### src/rtl/i2c_apb_seq.sv
`default_nettype none
// ============================================================================
// Module      : i2c_apb_seq
// Description : APB master that turns one client transfer command (slave
//               address, direction, length) into the i2c_top register
//               accesses for one complete I2C transaction.
// Revision    : 1.0 - initial release
// ============================================================================
module i2c_apb_seq #(
  parameter logic [31:0] ADR_SR     = 32'h104,
  parameter logic [31:0] ADR_TXFIFO = 32'h108,
  parameter logic [31:0] ADR_RXFIFO = 32'h10C,
  parameter logic [31:0] ADR_RXOCY  = 32'h118,
  parameter int          SR_BB_BIT  = 2,
  parameter int          SR_TXE_BIT = 7,
  parameter int          TO_W       = 16
) (
  input  logic        clk,
  input  logic        rst,
  input  logic        cmd_valid,
  output logic        cmd_ready,
  input  logic        cmd_rw,
  input  logic [6:0]  cmd_adr,
  input  logic [3:0]  cmd_len,
  input  logic        wr_valid,
  output logic        wr_ready,
  input  logic [7:0]  wr_data,
  output logic        rd_valid,
  output logic [7:0]  rd_data,
  output logic        done,
  output logic        err,
  output logic        apb_sel,
  output logic        apb_en,
  output logic        apb_write,
  output logic [31:0] apb_addr,
  output logic [31:0] apb_wdata,
  input  logic        apb_ready,
  input  logic [31:0] apb_rdata
);

  typedef enum logic [2:0] {
    S_IDLE     = 3'd0,
    S_WR_ADR   = 3'd1,
    S_WR_DAT   = 3'd2,
    S_RD_LEN   = 3'd3,
    S_POLL_SR  = 3'd4,
    S_POLL_OCY = 3'd5,
    S_RD_POP   = 3'd6,
    S_DONE     = 3'd7
  } state_t;

  state_t            r_state;
  state_t            w_nxt;
  logic              r_sel;
  logic              r_en;
  logic              r_write;
  logic [31:0]       r_addr;
  logic [31:0]       r_wdata;
  logic [6:0]        r_adr;
  logic              r_rw;
  logic [3:0]        r_len;
  logic [3:0]        r_rem;
  logic [7:0]        r_byte;
  logic              r_have;
  logic [TO_W-1:0]   r_to;
  logic              r_err;
  logic              r_done;
  logic              r_err_o;
  logic              r_rd_valid;
  logic [7:0]        r_rd_data;

  logic              w_acc;
  logic              w_xdone;
  logic              w_start;
  logic              w_write;
  logic [31:0]       w_addr;
  logic [31:0]       w_wdata;
  logic              w_wr_take;
  logic              w_to_fire;
  logic [TO_W-1:0]   w_to_inc;
  logic              w_to_hit;
  logic              w_sr_ok;
  logic              w_ocy_nz;
  logic              w_last;
  logic              w_poll_entry;
  logic              w_unused;

  assign w_acc     = cmd_valid & cmd_ready;
  assign w_xdone   = r_sel & r_en & apb_ready;
  assign w_to_inc  = r_to + {{(TO_W-1){1'b0}}, 1'b1};
  assign w_to_hit  = &w_to_inc;
  assign w_sr_ok   = apb_rdata[SR_TXE_BIT] & ~apb_rdata[SR_BB_BIT];
  assign w_ocy_nz  = |apb_rdata[4:0];
  assign w_last    = (r_rem == 4'd1);
  assign w_unused  = &{1'b0, apb_rdata[31:8]};
  assign w_poll_entry = (w_nxt != r_state) && ((w_nxt == S_POLL_SR) || (w_nxt == S_POLL_OCY));

  // Command is only taken in IDLE, and not while the done pulse is still out
  assign cmd_ready = (r_state == S_IDLE) & ~r_done;
  assign wr_ready  = w_wr_take;
  assign rd_valid  = r_rd_valid;
  assign rd_data   = r_rd_data;
  assign done      = r_done;
  assign err       = r_err_o;
  assign apb_sel   = r_sel;
  assign apb_en    = r_en;
  assign apb_write = r_write;
  assign apb_addr  = r_addr;
  assign apb_wdata = r_wdata;

  // State register
  always_ff @(posedge clk) begin
    if (rst) r_state <= S_IDLE;
    else     r_state <= w_nxt;
  end

  // Next state plus the APB request for the access owned by the current state
  always_comb begin
    w_nxt     = r_state;
    w_start   = 1'b0;
    w_write   = 1'b0;
    w_addr    = 32'h0;
    w_wdata   = 32'h0;
    w_wr_take = 1'b0;
    w_to_fire = 1'b0;
    case (r_state)
      S_IDLE: begin
        if (w_acc) w_nxt = (cmd_len == 4'd0) ? S_DONE : S_WR_ADR;
      end
      S_WR_ADR: begin
        w_start = ~r_sel;
        w_write = 1'b1;
        w_addr  = ADR_TXFIFO;
        w_wdata = {22'b0, 1'b0, 1'b1, r_adr, r_rw};
        if (w_xdone) w_nxt = r_rw ? S_RD_LEN : S_WR_DAT;
      end
      S_WR_DAT: begin
        // A byte is taken only while no push is in flight
        w_wr_take = ~r_sel & ~r_have & wr_valid;
        w_start   = ~r_sel & r_have;
        w_write   = 1'b1;
        w_addr    = ADR_TXFIFO;
        w_wdata   = {22'b0, w_last, 1'b0, r_byte};
        if (w_xdone && w_last) w_nxt = S_POLL_SR;
      end
      S_RD_LEN: begin
        w_start = ~r_sel;
        w_write = 1'b1;
        w_addr  = ADR_TXFIFO;
        w_wdata = {22'b0, 1'b1, 1'b0, 4'b0, r_len};
        if (w_xdone) w_nxt = S_POLL_OCY;
      end
      S_POLL_SR: begin
        w_start = ~r_sel;
        w_addr  = ADR_SR;
        if (w_xdone) begin
          if (w_sr_ok) begin
            w_nxt = S_DONE;
          end else if (w_to_hit) begin
            w_nxt     = S_DONE;
            w_to_fire = 1'b1;
          end
        end
      end
      S_POLL_OCY: begin
        w_start = ~r_sel;
        w_addr  = ADR_RXOCY;
        if (w_xdone) begin
          if (w_ocy_nz) begin
            w_nxt = S_RD_POP;
          end else if (w_to_hit) begin
            w_nxt     = S_DONE;
            w_to_fire = 1'b1;
          end
        end
      end
      S_RD_POP: begin
        w_start = ~r_sel;
        w_addr  = ADR_RXFIFO;
        if (w_xdone) w_nxt = w_last ? S_DONE : S_POLL_OCY;
      end
      S_DONE: begin
        w_nxt = S_IDLE;
      end
      default: w_nxt = S_IDLE;
    endcase
  end

  // APB phase sequencing: request -> SETUP -> ACCESS until ready -> idle gap
  always_ff @(posedge clk) begin
    if (rst) begin
      r_sel   <= 1'b0;
      r_en    <= 1'b0;
      r_write <= 1'b0;
      r_addr  <= 32'h0;
      r_wdata <= 32'h0;
    end else if (w_start) begin
      r_sel   <= 1'b1;
      r_en    <= 1'b0;
      r_write <= w_write;
      r_addr  <= w_addr;
      r_wdata <= w_wdata;
    end else if (r_sel && !r_en) begin
      r_en    <= 1'b1;
    end else if (w_xdone) begin
      r_sel   <= 1'b0;
      r_en    <= 1'b0;
      r_write <= 1'b0;
      r_addr  <= 32'h0;
      r_wdata <= 32'h0;
    end
  end

  // Command context, payload byte, byte counter, poll timeout and client outputs
  always_ff @(posedge clk) begin
    if (rst) begin
      r_adr      <= 7'h0;
      r_rw       <= 1'b0;
      r_len      <= 4'h0;
      r_rem      <= 4'h0;
      r_byte     <= 8'h0;
      r_have     <= 1'b0;
      r_to       <= '0;
      r_err      <= 1'b0;
      r_done     <= 1'b0;
      r_err_o    <= 1'b0;
      r_rd_valid <= 1'b0;
      r_rd_data  <= 8'h0;
    end else begin
      if (w_acc) begin
        r_adr <= cmd_adr;
        r_rw  <= cmd_rw;
        r_len <= cmd_len;
        r_rem <= cmd_len;
        r_err <= (cmd_len == 4'd0);
      end
      if (w_wr_take) begin
        r_byte <= wr_data;
        r_have <= 1'b1;
      end
      if (w_xdone && (r_state == S_WR_DAT)) begin
        r_have <= 1'b0;
        r_rem  <= r_rem - 4'd1;
      end
      r_rd_valid <= 1'b0;
      if (w_xdone && (r_state == S_RD_POP)) begin
        r_rem      <= r_rem - 4'd1;
        r_rd_valid <= 1'b1;
        r_rd_data  <= apb_rdata[7:0];
      end
      if (w_poll_entry) begin
        r_to <= '0;
      end else if (w_xdone && ((r_state == S_POLL_SR) || (r_state == S_POLL_OCY))) begin
        r_to <= w_to_inc;
      end
      if (w_to_fire) r_err <= 1'b1;
      r_done  <= (r_state == S_DONE);
      r_err_o <= (r_state == S_DONE) & r_err;
    end
  end

endmodule
`default_nettype wire

### config.mk
export PLATFORM = sky130hd
export DESIGN_NAME = i2c_apb_seq
export DESIGN_NICKNAME = d
export VERILOG_FILES = /design/src/rtl/i2c_apb_seq.sv
export SDC_FILE = /design/constraint.sdc
export NUM_CORES = 1
export LEC_CHECK = 0
export BUFFER_PORTS_ARGS = -buffer_cell sky130_fd_sc_hd__buf_4
export CAP_MARGIN = 10
export CORE_ASPECT_RATIO = 1.2
export CORE_MARGIN = 1
export CORE_UTILIZATION = 28
export DETAILED_ROUTE_END_ITERATION = 10
export GPL_TIMING_DRIVEN = 1
export HOLD_SLACK_MARGIN = 0.12
export PLACE_DENSITY = 0.48
export RECOVER_POWER = 50
export SKIP_LAST_GASP = 1
export SLEW_MARGIN = 0
export SYNTH_ARGS = -nofsm -noshare
export SYNTH_HDL_FRONTEND = slang
export SYNTH_SLANG_ARGS = --single-unit
### constraint.sdc
create_clock -name clk -period 2.8 [get_ports clk]
set_input_delay 0 -clock clk [delete_from_list [all_inputs] [get_ports clk]]
set_output_delay 0 -clock clk [all_outputs]
set_load 0.01 [all_outputs]
==> run metrics <==
I/O pin total 137; initial cell density of the core 29.0%; initial antenna violation count 0; Post-CTS Setup Bufs 0; Final Cell Area 4850 um2; NetSw 0.647 mW; grt total ovfl 0; layout cells sized above 1 14.1%; Max-slew headroom 44.5%; vias in the first global route 3,244; routed via count 3,400; antenna cell count 0; CP Cell Sequence ha_1 -> nand3_1 -> nor4_1 -> o2111ai_1 -> a31oi_4 -> a31o_2 -> a211oi_1; CP startpoint kind flop; Post-Syn Area 3870 um2; Cells after Synth 464; Seq/Total Area, Yosys 37.7%; Hold Path Stages 5; CP arrival 2.54 ns; CTS max path bufs 2; FP Rows 46; crit path to r_to[4]; final-report max-slew violation count 0; Final Setup Violations 0; Fin. Hold Viols 0; PortBufs 62; Combinational Power Share 12.9%; status finished clean; Post-DRT Antenna Nets 0; nets 618; yosys warns 0; PostCTS Resize Cnt 0; Tcrit/Tclk final 84.7%; gpl congestion 0.771; Worst Path Max Fanout 16; Cells after DPL 684; Pwr Total 2.64 mW; Async S/R FF share, synth 0%; Max Fclk 422 MHz; Sinks on Clock Net 73; Fillers 1,432; power density cells 544 nW/um2; Crit. End Element flop; RSZ-0062 raised after global routing no; r2r worst-path depth 7; Die Span X 109 um; Worst-Margin Slew 0.833 ns; Initial DRC Count 120; cts hold-fix bufs 30; critical path type reg -> reg; crit-path max cell delay 0.51 ns; core area 13,400 um2; Cell Int Power 1.99 mW; drt total wl 9.87 mm; CTS buffer count 9; Leak 1.81 nW; die area 14,300 um2; final core utilization 36.3%; DRC violations left 0; Final min period 2.37 ns; Avg Cell Area, Syn 8.35 um2; largest net degree at the start of global routing 73; chip height 131 um; Via density 4.66; setup_tns 0 ns; Cell variety after synth 60; Setup Skew 0.00354 ns; First-pass DRT Iterations 4; switch share 24.5%; launch point of the worst path r_to[1]; Synth Register Bits 73; root buf cell clkbuf_16; Finished Layout Cells 729; wire per inst 13.5 um; peak supply drop 0.235 mV; CTS H-tree lvls 3; area grow syn2layout 25.3%; CTS clk-pin slew, worst paths 0.06 ns; HP Class in -> reg; critical path's slowest cell a31o_2; Max Cap Viol 0; placed inst area 4350 um2; Critical R2R Launch r_to[1]; Reg power frac 41.6%; TritonCTS clock tree built; clock power share 45.6%; worst reg2reg setup slack 0.43 ns; Overall Global Routing Usage 14.2%; WP data required 2.97 ns; Post-DP HPWL 6.93 mm; first-pass GRT wire length 15.8 mm; Post-synth EDFFs 0; prevailing post-synth register cell dfxtp_1; Worst-Skew Late Latency 0.33 ns; Worst R2R End r_to[4]
[how the worst min path moves through the flow]
stage	from	to	slack [ns]
2_1_floorplan	wr_data[1]	r_byte[1]	0.14
3_3_place_gp	apb_rdata[1]	rd_data[1]	0.24
3_5_place_dp	apb_rdata[7]	rd_data[7]	0.25
4_1_cts	wr_valid	r_byte[1]	0.17
5_1_grt	wr_valid	r_byte[7]	0.21
6_report	wr_valid	r_byte[0]	0.18
[layout make-up]
cell class,instances,area [um2],area share [%]
clock inverters,2,35.0,0.722
well taps,168,210,4.33
clock buffers,13,280,5.78
multi-input cells,354,2050,42.2
inverters,10,37.5,0.774
repair buffers,109,781,16.1
flip-flops and latches,73,1460,30.1
[power groups by stage]
stage | registers [mW] | logic (mW) | clock network, mW
3_5_place_dp | 1.12 | 0.317 | 0
4_1_cts | 1.10 | 0.352 | 1.23
6_report | 1.10 | 0.339 | 1.20
5_1_grt | 1.10 | 0.377 | 1.28
2_1_floorplan | 1.12 | 0.242 | 0
3_3_place_gp | 1.12 | 0.316 | 0
[synthesized netlist by cell type (all sizes together) (4+ instances only)]
cell / number / area share (%)
buf: 61 / 12
nand2: 69 / 6.7
xnor2: 10 / 2.3
nand3: 14 / 1.8
o21ai: 11 / 1.4
a21oi: 36 / 4.7
clkbuf: 15 / 1.5
nor2b: 6 / 0.97
a31oi: 7 / 1.9
xor2: 7 / 1.6
dfxtp: 73 / 38
ha: 4 / 1.3
nor4: 6 / 1.1
a22oi: 10 / 1.9
inv: 9 / 0.87
a211oi: 17 / 4.5
o211ai: 4 / 0.78
mux2i: 11 / 2.8
nor3: 10 / 1.3
nor2: 34 / 3.3
nand4: 5 / 0.81
a22o: 4 / 0.90
[state kept, by name (all words and copies together) (netlist names), 4 cells and up]
name,count
apb_addr,4
apb_wdata,10
r_adr,7
r_byte,8
r_len,4
r_rem,4
r_to,16
rd_data,8
[cells by family (layout without fill, tap and decap cells)]
logic type | Yosys count | count (layout) | share of synthesized area [%]
other | 1 | 50 | 0.0968
multiplexers | 12 | 12 | 3.13
AO/OA/AOI/OAI | 109 | 109 | 20.5
buffers and inverters | 86 | 134 | 14.0
adder cells (fa/ha/maj) | 4 | 4 | 1.29
XOR/XNOR | 17 | 17 | 3.84
AND/OR/NAND/NOR | 162 | 162 | 19.4
flip-flops | 73 | 73 | 37.7
[stage by stage]
stage	hold WS (ns)	setup WS (ns)
global route	0.208	0.130
CTS	0.174	0.420
finish	0.176	0.428
floorplan	0.136	0.718
detailed placement	0.249	0.432
global placement	0.243	0.459
[critical path, delay by kind of cell, from the launching register on]
kind | cells | cell delay [ns]
AO/OA/AOI/OAI | 4 | 1.09
adder cells (fa/ha/maj) | 1 | 0.27
flip-flops | 1 | 0.39
AND/OR/NAND/NOR | 2 | 0.45
[layout by cell type, fill, tap and decap left out, types with 3 or more instances in the layout]
master	Yosys	final
dfxtp_1	73	73
nand2_1	69	69
conb_1	1	50
buf_4	50	49
a21oi_1	36	36
nor2_1	34	34
dlygate4sd3_1	0	30
clkbuf_1	14	30
nand3_1	14	14
mux2i_1	11	11
o21ai_0	11	11
nor3_1	10	10
xnor2_1	10	10
a22oi_1	10	10
inv_1	9	9
a211oi_2	9	9
clkbuf_16	0	9
a211oi_1	8	8
xor2_1	7	7
nor4_1	5	6
nor2b_1	6	6
nand4_1	5	5
a31oi_1	5	5
o211ai_1	4	4
a22o_1	4	4
ha_1	4	4
clkbuf_8	0	4
and2_0	2	3
nand2b_1	3	3
o31ai_1	3	3
[metal layers]
metal	global-route usage (%)	up-vias	part of all wire [%]
met1	16.4	1599	42
met4	6.51	0	1.8
met2	25.6	71	53
met3	2.08	17	2.8
li1	-	1713	-
met5	0	-	0
(Power assumes the default switching activity.)
